`src/rtl/i2c_byte_fifo.sv`:
```
// Byte FIFO between the AXI register block and the I2C controller, with optional edge-detected push/pop.
// Latency: a pushed byte is visible on pop_data one cycle later; a pop advances the head one cycle later.
// Backpressure: none; a push into a full FIFO is dropped (sticky overflow), a pop from empty sets sticky underflow.
module i2c_byte_fifo #(
   parameter int DEPTH     = 16,
   parameter int AW        = $clog2(DEPTH),
   parameter bit PUSH_EDGE = 1'b0,
   parameter bit POP_EDGE  = 1'b1
) (
   input  logic          axi_clk,
   input  logic          axi_resetn,
   input  logic          clear,
   input  logic          push,
   input  logic [31:0]   push_data,
   input  logic          pop,
   output logic [31:0]   pop_data,
   output logic          full,
   output logic          empty,
   output logic [AW:0]   count,
   output logic          overflow,
   output logic          underflow
);

   localparam logic [AW:0]   CNT_FULL = DEPTH[AW:0];
   localparam logic [AW:0]   CNT_ONE  = {{AW{1'b0}}, 1'b1};
   localparam logic [AW-1:0] PTR_ONE  = {{(AW-1){1'b0}}, 1'b1};

   logic [7:0]    mem_q [DEPTH];
   logic [AW-1:0] wr_ptr_q, wr_ptr_d;
   logic [AW-1:0] rd_ptr_q, rd_ptr_d;
   logic [AW:0]   count_q, count_d;
   logic          ovf_q, ovf_d;
   logic          unf_q, unf_d;
   logic          push_q, pop_q;
   logic          push_ev, pop_ev;
   logic          wr_en;
   logic          unused_hi;

   // Only the low byte is stored; the upper bits of the AXI word are don't-care.
   assign unused_hi = ^push_data[31:8];

   // A request held high across many cycles counts once in edge mode.
   assign push_ev = push & (PUSH_EDGE ? ~push_q : 1'b1);
   assign pop_ev  = pop  & (POP_EDGE  ? ~pop_q  : 1'b1);

   assign full      = (count_q == CNT_FULL);
   assign empty     = (count_q == '0);
   assign count     = count_q;
   assign overflow  = ovf_q;
   assign underflow = unf_q;
   assign pop_data  = empty ? 32'h0 : {24'h0, mem_q[rd_ptr_q]};

   // Next-state: clear wins, then the push/pop combinations.
   always_comb begin
      wr_ptr_d = wr_ptr_q;
      rd_ptr_d = rd_ptr_q;
      count_d  = count_q;
      ovf_d    = ovf_q;
      unf_d    = unf_q;
      wr_en    = 1'b0;
      if (clear) begin
         wr_ptr_d = '0;
         rd_ptr_d = '0;
         count_d  = '0;
         ovf_d    = 1'b0;
         unf_d    = 1'b0;
      end else if (push_ev && pop_ev) begin
         wr_en    = 1'b1;
         wr_ptr_d = wr_ptr_q + PTR_ONE;
         if (empty) begin
            // The pop finds nothing; the new entry stays for a later pop.
            count_d = CNT_ONE;
            unf_d   = 1'b1;
         end else begin
            // When full the pop frees the head slot that wr_ptr aliases.
            rd_ptr_d = rd_ptr_q + PTR_ONE;
         end
      end else if (push_ev) begin
         if (full) begin
            ovf_d = 1'b1;
         end else begin
            wr_en    = 1'b1;
            wr_ptr_d = wr_ptr_q + PTR_ONE;
            count_d  = count_q + CNT_ONE;
         end
      end else if (pop_ev) begin
         if (empty) begin
            unf_d = 1'b1;
         end else begin
            rd_ptr_d = rd_ptr_q + PTR_ONE;
            count_d  = count_q - CNT_ONE;
         end
      end
   end

   // Control state with asynchronous reset.
   always_ff @(posedge axi_clk or negedge axi_resetn) begin
      if (!axi_resetn) begin
         wr_ptr_q <= '0;
         rd_ptr_q <= '0;
         count_q  <= '0;
         ovf_q    <= 1'b0;
         unf_q    <= 1'b0;
      end else begin
         wr_ptr_q <= wr_ptr_d;
         rd_ptr_q <= rd_ptr_d;
         count_q  <= count_d;
         ovf_q    <= ovf_d;
         unf_q    <= unf_d;
      end
   end

   // Delayed request copies for edge detection; these ignore clear.
   always_ff @(posedge axi_clk or negedge axi_resetn) begin
      if (!axi_resetn) begin
         push_q <= 1'b0;
         pop_q  <= 1'b0;
      end else begin
         push_q <= push;
         pop_q  <= pop;
      end
   end

   // Storage array; contents are not reset.
   always_ff @(posedge axi_clk) begin
      if (wr_en) begin
         mem_q[wr_ptr_q] <= push_data[7:0];
      end
   end

endmodule

```
`config.mk`:
```
export PLATFORM = sky130hd
export DESIGN_NAME = i2c_byte_fifo
export DESIGN_NICKNAME = d
export VERILOG_FILES = /design/src/rtl/i2c_byte_fifo.sv
export SDC_FILE = /design/constraint.sdc
export NUM_CORES = 1
export LEC_CHECK = 0
export ABC_AREA = 1
export BUFFER_PORTS_ARGS = -buffer_cell sky130_fd_sc_hd__buf_2
export CAP_MARGIN = 20
export CORE_MARGIN = 2
export CORE_UTILIZATION = 62
export CTS_CLUSTER_SIZE = 20
export DETAILED_ROUTE_END_ITERATION = 12
export GPL_TIMING_DRIVEN = 0
export PLACE_DENSITY = 0.84
export SYNTH_ARGS = -nofsm -noshare
export SYNTH_HDL_FRONTEND = slang
export SYNTH_SLANG_ARGS = --single-unit
```
`constraint.sdc`:
```
create_clock -name axi_clk -period 4.7 [get_ports axi_clk]
set_input_delay 0.94 -clock axi_clk [delete_from_list [all_inputs] [get_ports axi_clk]]
set_output_delay 0.94 -clock axi_clk [all_outputs]
set_load 0.02 [all_outputs]
```
* Word-level counts from Yosys, hierarchy flattened
Memory sizes are Yosys's and may differ from the RTL's. Index checks and enable logic that the tools add are counted.
Storage, ports and cells: register bits 16, memory bits (writable) 128, output and inout port bits 41, word-level logic and storage cells 63, memories 1
Memory list:
- mem_q | words 16, bits a word 8, rd ports 1, clocked after Yosys merged registers in 0, wr ports 1, RTL line 28 | logic [7:0] mem_q [DEPTH];
Cells by class: add/sub/neg operators 4, equal/unequal tests 7, mux-type cells 32, bitwise gates (word level) 2, reductions and logical operators 11
Operator list (number):
- $mux 4 | 9
- $mux 5 | 7
- $mux 1 | 15
- $add 4x1->4 const B | 2
- $mux 8 | 1
- $ne 4x3->1 const B | 2
- $ne 3x2->1 const B | 2
- $reduce_bool 3->1 | 2
- $add 5x1->5 const B | 1
- $eq 5x5->1 const B | 1
- $logic_not 5->1 | 1
- $sub 5x1->5 const B | 1
- $reduce_and 2->1 | 2
- $reduce_and 4->1 | 1
- $reduce_bool 2->1 | 2
- $reduce_bool 4->1 | 1
- $ne 3x3->1 const B | 1
- $reduce_and 3->1 | 1
- $ne 2x2->1 const B | 1
- $and 1x1->1 | 1
- $logic_and 1x1->1 | 1
- $not 1->1 | 1

* Longest topological paths before layout
Gate-level depths: netlist of run 1.
depth after elaboration 7, depth in mapped cells 9, gate-level depth less buffers 9

* Worst setup path after synthesis of run 1
Ideal clock, no wire load.
path type reg-to-output, start register rd_ptr_q[0], end output pop_data[0], data arrival time 1.327 ns, required time 3.760 ns, path slack 2.433 ns, cell stages (with the launch flop) 9, path buffers 3, cells stage by stage dfrtp_1 buf_6 inv_4 buf_6 buf_6 nand2_1 a21oi_1 a21oi_1 nor2_1
On the way: longest elaborated chain between the ends 2
Ends and longest elaborated chain:
- start: declaration | RTL line 30 | logic [AW-1:0] rd_ptr_q, rd_ptr_d;
- start signal: assignment | RTL line 106 | rd_ptr_q <= rd_ptr_d;
- $mem_v2 16x8
- $mux 8 | RTL line 51 | assign pop_data = empty ? 32'h0 : {24'h0, mem_q[rd_ptr_q]};
- end: declaration | RTL line 16 | output logic [31:0] pop_data,
Every way passes these cells.

* Worst setup path after layout of run 1
start register rd_ptr_q[0], end output pop_data[7]
Same word-level chain as after synthesis.

==> metrics.txt, run 1 <==
drt via density=~5.7; die area=around 11000 sq um; vias=around 4700; Routed WL per cell=between 15 and 20 um; fin util=0.731; Die X=between 100 and 150 um; worst r2r dst=mem_q[3][0]$_DFFE_PP_; largest net degree at the start of global routing=17; CP startpoint kind=register; post-synthesis register bit count=around 140; final clock skew=~0.0064 ns; DRT Pass-1 Iters=5; final hold violation count=0; Synth cell types=27; NetSw=around 1.0 mW; min Tclk post-route=about 3.1 ns; grt ovf=0; kind of critical path=reg -> out; initial antenna violation count=0; critical path peak fanout=10; Synth Instances=slightly above 600; worst r2r src=count[0]$_DFFE_PN0P_; Die Height=~110 um; setup TNS=0 ns; Final HPWL DP=just under 10000 um; final setup fails=0; IO Pins=approximately 80; Max-cap violations=0; DRC=0; global-route wire length before repair=~23000 um; RePlAce Congestion=0.971; total track usage=0.283; Routed Antenna Nets=0; CTS resizes=0; # H-tree levels=4; clock root buffer=clkbuf_8; PortBufs=28; Switching Share=0.293; Diodes inserted=0; flop2flop setup slack=2.44 ns; ys flop type=edfxtp_1; cts hold-fix bufs=0; nets=721; # Post-CTS Setup Buffers=0; mean post-synth cell area=10.6 sq um; vias in the first global route=about 4500; pins over their slew limit=0; row count=37; Clk pwr share=0.386; CTS Buffer Depth=2; RSZ-0062 raised after global routing=no; Worst-Margin Slew=~0.77 ns; sequential group share of total power=0.411; post-synthesis sequential area ratio=0.659; Int Pwr=2.52 mW; period utilization=0.666; largest area contributor in the netlist=edfxtp_1; Synth area leaders=edfxtp_1, nand2_1, dfrtp_1; area grow syn2layout=15.6%; CP arrival=about 2.2 ns; status=completed; CP endpoint kind=output port; Iter 0 DRT Violations=453; Reg2Reg Depth=6; TritonCTS clock tree=built; Clock transition at path regs=around 0.06 ns; WL final=15200 um; Slew headroom=0.487; highest ir drop seen on vdd=between 200 and 300 uV; Peak Freq=about 0.32 GHz; leakage=between 3 and 4 nW; Hold WC Path Type=in -> async; commonest non-fill, non-tap cell in the layout=nand2_1; critical path required time=about 3.8 ns; Post-synth EDFFs=about 130; power share of the combinational group=0.203; Initial Util=0.632; Placeable Area=~10000 sq um; commonest non-fill, non-tap cells in the layout=nand2_1, edfxtp_1, nand3_1; cell area after synthesis=6440 sq um; CTS sink count=roughly 140; share of cells above drive strength 1=0.170; yosys warns=0; PwrDens=between 400 and 500 nW/um^2; clock buffer count from CTS=17; FFs w/ async S/R, synth=0.111; Yosys top cell area share=0.597; clk_lat worst skew=approximately 0.52 ns
-- synthesized netlist by cell type, types with 2 or more instances --
cell        n
nor2_1     38
ha_1        8
inv_2       3
nor2_2      4
xnor2_1     2
buf_4      28
nand2_1   204
nand3_2     3
a21oi_1    46
nand3_1    55
clkbuf_1    2
inv_1      22
dfrtp_1    16
o21ai_1     4
xor2_1      3
buf_2      13
edfxtp_1  128
o21ai_0    12
buf_6       5
nand2_2     2
-- flip-flops by register name, indices dropped and copies added, names as in the netlist --
| name | cells |
|---|---|
| pop_q | 1 |
| mem_q | 128 |
| underflow | 1 |
| wr_ptr_q | 4 |
| overflow | 1 |
| count | 5 |
| rd_ptr_q | 4 |
-- critical path: stages (launching register included) --
cell     delay, ns
dfrtp_1       0.40
buf_6         0.16
inv_4         0.07
buf_2         0.23
nand2_1       0.09
nand3_1       0.11
nand3_1       0.12
nand3_1       0.10
nand2_1       0.11
nor2_1        0.10
buf_2         0.17
-- metrics by stage --
stage / cell area, sq um / setup WS, ns / std cells / total power [mW] / hold WS (ns)
floorplan: 6530 / 2.43 / 628 / 1.98 / 0.574
global placement: 6840 / 1.93 / 792 / 2.18 / 0.475
detailed placement: 6840 / 1.89 / 792 / 2.20 / 0.483
CTS: 7440 / 1.63 / 824 / 3.56 / 0.337
global route: 7440 / 1.48 / 824 / 3.70 / 0.339
finish: 7440 / 1.57 / 824 / 3.57 / 0.327
-- cells by family (layout without fill, tap and decap cells) --
family	after synthesis	in the layout	share of synthesized area
adders and majority gates	9	9	0.0187
AOI/OAI and AO/OA	63	63	0.0492
buffers and inverters	75	135	0.0688
other	1	24	0.000582
DFF	144	144	0.659
and+or+nand+nor	308	308	0.197
xor gates and xnor gates	5	5	0.00680
-- power by group through the flow --
stage	clock network (mW)	logic (mW)	registers [mW]
floorplan	0	0.473	1.51
global placement	0	0.686	1.49
detailed placement	0	0.705	1.49
CTS	1.37	0.716	1.47
global route	1.43	0.794	1.47
finish	1.38	0.726	1.47
-- how the worst max path moves through the flow --
stage / from / end / slack [ns] / cells past startpoint
final: rd_ptr_q[0]$_DFFE_PN0P_ / pop_data[7] / 1.57 / 10
after global routing: rd_ptr_q[0]$_DFFE_PN0P_ / pop_data[2] / 1.48 / 10
after CTS: rd_ptr_q[0]$_DFFE_PN0P_ / pop_data[2] / 1.63 / 10
after detailed placement: pop / mem_q[1][4]$_DFFE_PP_ / 1.89 / 7
after global placement: pop / mem_q[0][0]$_DFFE_PP_ / 1.93 / 7
after floorplan: rd_ptr_q[0]$_DFFE_PN0P_ / pop_data[0] / 2.43 / 8
-- layout make-up --
type / instances / area [sq um]
Buffer: 48 / 339
Clock buffer: 18 / 418
Clock inverter: 14 / 190
Fill cell: 669 / 2740
Inverter: 27 / 104
Multi-Input combinational cell: 409 / 1840
Sequential cell: 144 / 4240
Tap cell: 136 / 170
Timing Repair Buffer: 28 / 140
-- layer usage --
metal,share of wire,vias up,track usage,wire (um)
met1,0.38,2255,0.358,5830
met2,0.51,256,0.482,7840
met5,0,-,0,0
li1,-,2135,-,-
met3,0.079,36,0.0687,1200
met4,0.025,0,0.0959,380
(Power assumes the default switching activity.)
==> inputs of run 2 (changes only) <==
==> config.mk (replaced) <==
export PLATFORM = sky130hd
export DESIGN_NAME = i2c_byte_fifo
export DESIGN_NICKNAME = d
export VERILOG_FILES = /design/src/rtl/i2c_byte_fifo.sv
export SDC_FILE = /design/constraint.sdc
export NUM_CORES = 1
export LEC_CHECK = 0
export ABC_AREA = 0
export BUFFER_PORTS_ARGS = -buffer_cell sky130_fd_sc_hd__buf_2
export CAP_MARGIN = 20
export CORE_MARGIN = 2
export CORE_UTILIZATION = 58
export CTS_CLUSTER_SIZE = 20
export DETAILED_ROUTE_END_ITERATION = 12
export GPL_TIMING_DRIVEN = 0
export PLACE_DENSITY = 0.8
export SYNTH_ARGS = -nofsm -noshare
export SYNTH_HDL_FRONTEND = slang
export SYNTH_SLANG_ARGS = --single-unit
==> constraint.sdc (replaced) <==
create_clock -name axi_clk -period 3.06 [get_ports axi_clk]
set_input_delay 0.612 -clock axi_clk [delete_from_list [all_inputs] [get_ports axi_clk]]
set_output_delay 0.612 -clock axi_clk [all_outputs]
set_load 0.02 [all_outputs]
==> run 2 against run 1 <==
  * Non-clock buffer count increased by 8
  * Count of clock-buffer cells in the layout fell by 1
  * Global-route usage is 4.9 points lower
  * Clock power is 36% higher
  * Clock skew rose by 0.0028 ns
  * Die area increased by 2.5%
  * Critical path type unchanged
==> metrics.txt, run 2 <==
highest ir drop seen on vdd=between 400 and 500 uV; clock buffer count from CTS=17; cell area after synthesis=6180 sq um; Placeable Area=about 10000 sq um; total track usage=0.234; NetSw=1.47 mW; leakage=between 2 and 3 nW; mean post-synth cell area=about 17 sq um; Initial Util=0.599; WL met1=approximately 5100 um; TritonCTS clock tree=built; clock root buffer=clkbuf_8; sequential group share of total power=0.439; WL final=around 13000 um; post-synthesis sequential area ratio=0.687; met3 routed WL=roughly 1200 um; vias in the first global route=about 3400; DRT Pass-1 Iters=4; commonest non-fill, non-tap cells in the layout=edfxtp_1, buf_2, mux4_2; CTS Buffer Depth=2; kind of critical path=reg -> out; Synth area leaders=edfxtp_1, mux4_2, dfrtp_1; ys flop type=edfxtp_1; # H-tree levels=4; RSZ-0062 raised after global routing=yes; Clk pwr share=0.364; Largest register FFs=around 130; post-synthesis register bit count=144; Slew headroom=0.468; IO Pins=about 80; Hold WC Path Type=in -> reg; pre-CTS setup slack=-0.186 ns; period utilization=0.998; Post-synth top cells=edfxtp_1, mux4_2, buf_4; PwrDens=705 nW/um^2; row count=37; post-route setup slack=~0.0071 ns; Routed WL per cell=21.8 um; area grow syn2layout=18.6%; Final HPWL DP=approximately 8000 um; Yosys top cell area share=0.622; share of cells above drive strength 1=0.334; final setup fails=0; largest net degree at the start of global routing=17; Peak Freq=0.328 GHz; Switching Share=0.286; Synth cell types=36; metal2 WL=a little over 6000 um; Max-cap violations=0; placed cell areas=between 6000 and 7000 sq um; Worst-Margin Slew=approximately 0.79 ns; Clock transition at path regs=roughly 0.060 ns; commonest non-fill, non-tap cell in the layout=edfxtp_1; Hold Slack=approximately 0.25 ns; CTS sink count=~140; setup TNS=0 ns; Power, Total=5.16 mW; CP startpoint kind=register; RePlAce Congestion=0.809; Synth Instances=about 360; Largest Register=mem_q; Int Pwr=about 3.7 mW; Top Layer Used=met4; global-route wire length before repair=18900 um; drt via density=~5.9; final clock skew=~0.009 ns; grt ovf=0; Post-synth EDFFs=~130; final hold violation count=0; die area=roughly 11000 sq um; Die Height=roughly 110 um; nets=~480; yosys warns=0; FFs w/ async S/R, synth=0.111; clk_lat worst skew=between 0.5 and 0.6 ns; critical path required time=about 2.5 ns; DRC=0; initial antenna violation count=0; critical path peak fanout=7; Die X=between 100 and 150 um; CP endpoint kind=output port; power share of the combinational group=0.197; cell with the most instances after synthesis=edfxtp_1; post-layout instance area=~7300 sq um; min Tclk post-route=3.05 ns; pins over their slew limit=0; PortBufs=29; vias=around 3400; Iter 0 DRT Violations=around 300; Routed Antenna Nets=0; CP arrival=about 2.4 ns; largest area contributor in the netlist=edfxtp_1; Diodes inserted=0; status=completed
## run 2: cell types whose count changed in the layout (fill, tap and decap cells not counted), sizes merged, moves of 4 or more
cell / delta
a211oi: +18
a21oi: -40
clkbuf: +7
clkinv: -4
inv: -15
mux2i: +12
mux4: +32
nand2: -196
nand3: -53
nor2: -19
nor2b: +9
nor3: +5
o21ai: -15
## run 2: area by class of cell
class	count	area [sq um]
buffer	44	324
clock buffer	17	414
clock inverter	14	130
fill	611	3000
inverter	6	22.5
multi-input combinational	184	1780
sequential	144	4240
tap	136	170
timing repair buffer	40	245
## run 2: cells by family (layout without fill, tap and decap cells)
kind of cell / Yosys count / count (layout) / synth area share
buf+inv: 50 / 121 / 0.0486
other cells: 1 / 24 / 0.000607
fa+ha+maj: 9 / 9 / 0.0194
xor+xnor: 7 / 7 / 0.00992
simple gates: 61 / 61 / 0.0498
compound gates: 36 / 36 / 0.0433
flops: 144 / 144 / 0.687
mux: 47 / 47 / 0.142
## run 2: power groups by stage
stage / logic, mW / registers (mW) / clock network, mW
5_1_grt: 1.09 / 2.27 / 1.97
6_report: 1.02 / 2.27 / 1.88
3_3_place_gp: 0.903 / 2.30 / 0
3_5_place_dp: 0.933 / 2.30 / 0
4_1_cts: 0.962 / 2.26 / 1.89
2_1_floorplan: 0.628 / 2.33 / 0
## run 2: through the flow
step | cells | utilization
after CTS | 578 | 0.698
after detailed placement | 546 | 0.639
final | 585 | 0.710
after global routing | 585 | 0.710
after floorplan | 378 | -
after global placement | 543 | 0.637
## run 2: repair_timing
action | in CTS | in global routing
pin swaps | 2 | 2
endpoints found under the setup margin | 8 | 8
buffers inserted | 0 | 6
hold buffers | 1 | 0
hold endpoints to repair | 6 | 0
resized for setup | 15 | 10
## run 2: per-layer routing
metal | vias to the layer above | GRT usage
met5 | - | 0
met2 | 199 | 0.365
li1 | 1504 | -
met4 | 0 | 0.0937
met1 | 1726 | 0.317
met3 | 19 | 0.0632
## run 2: final timing paths
kind,cells after the start,slack [ns],from,endpoint
worst min register to register,2,0.49,underflow$_DFFE_PN0P_,underflow$_DFFE_PN0P_
worst min-delay path,1,0.25,pop,pop_q$_DFF_PN0_
worst max-delay path,7,0.007,rd_ptr_q[1]$_DFFE_PN0P_,pop_data[5]
worst max register to register,6,0.21,pop_q$_DFF_PN0_,mem_q[0][4]$_DFFE_PP_
min in group asynchronous,2,0.55,axi_resetn,count[1]$_DFFE_PN0P_
max in group asynchronous,2,2.23,axi_resetn,rd_ptr_q[1]$_DFFE_PN0P_
## run 2: critical path: stages (launching register included)
cell and delay [ns]:
dfrtp_1 0.37, buf_6 0.16, buf_12 0.14, mux4_2 0.51, nor2b_1 0.16, a211oi_2 0.31, a211oi_2 0.09, buf_2 0.19
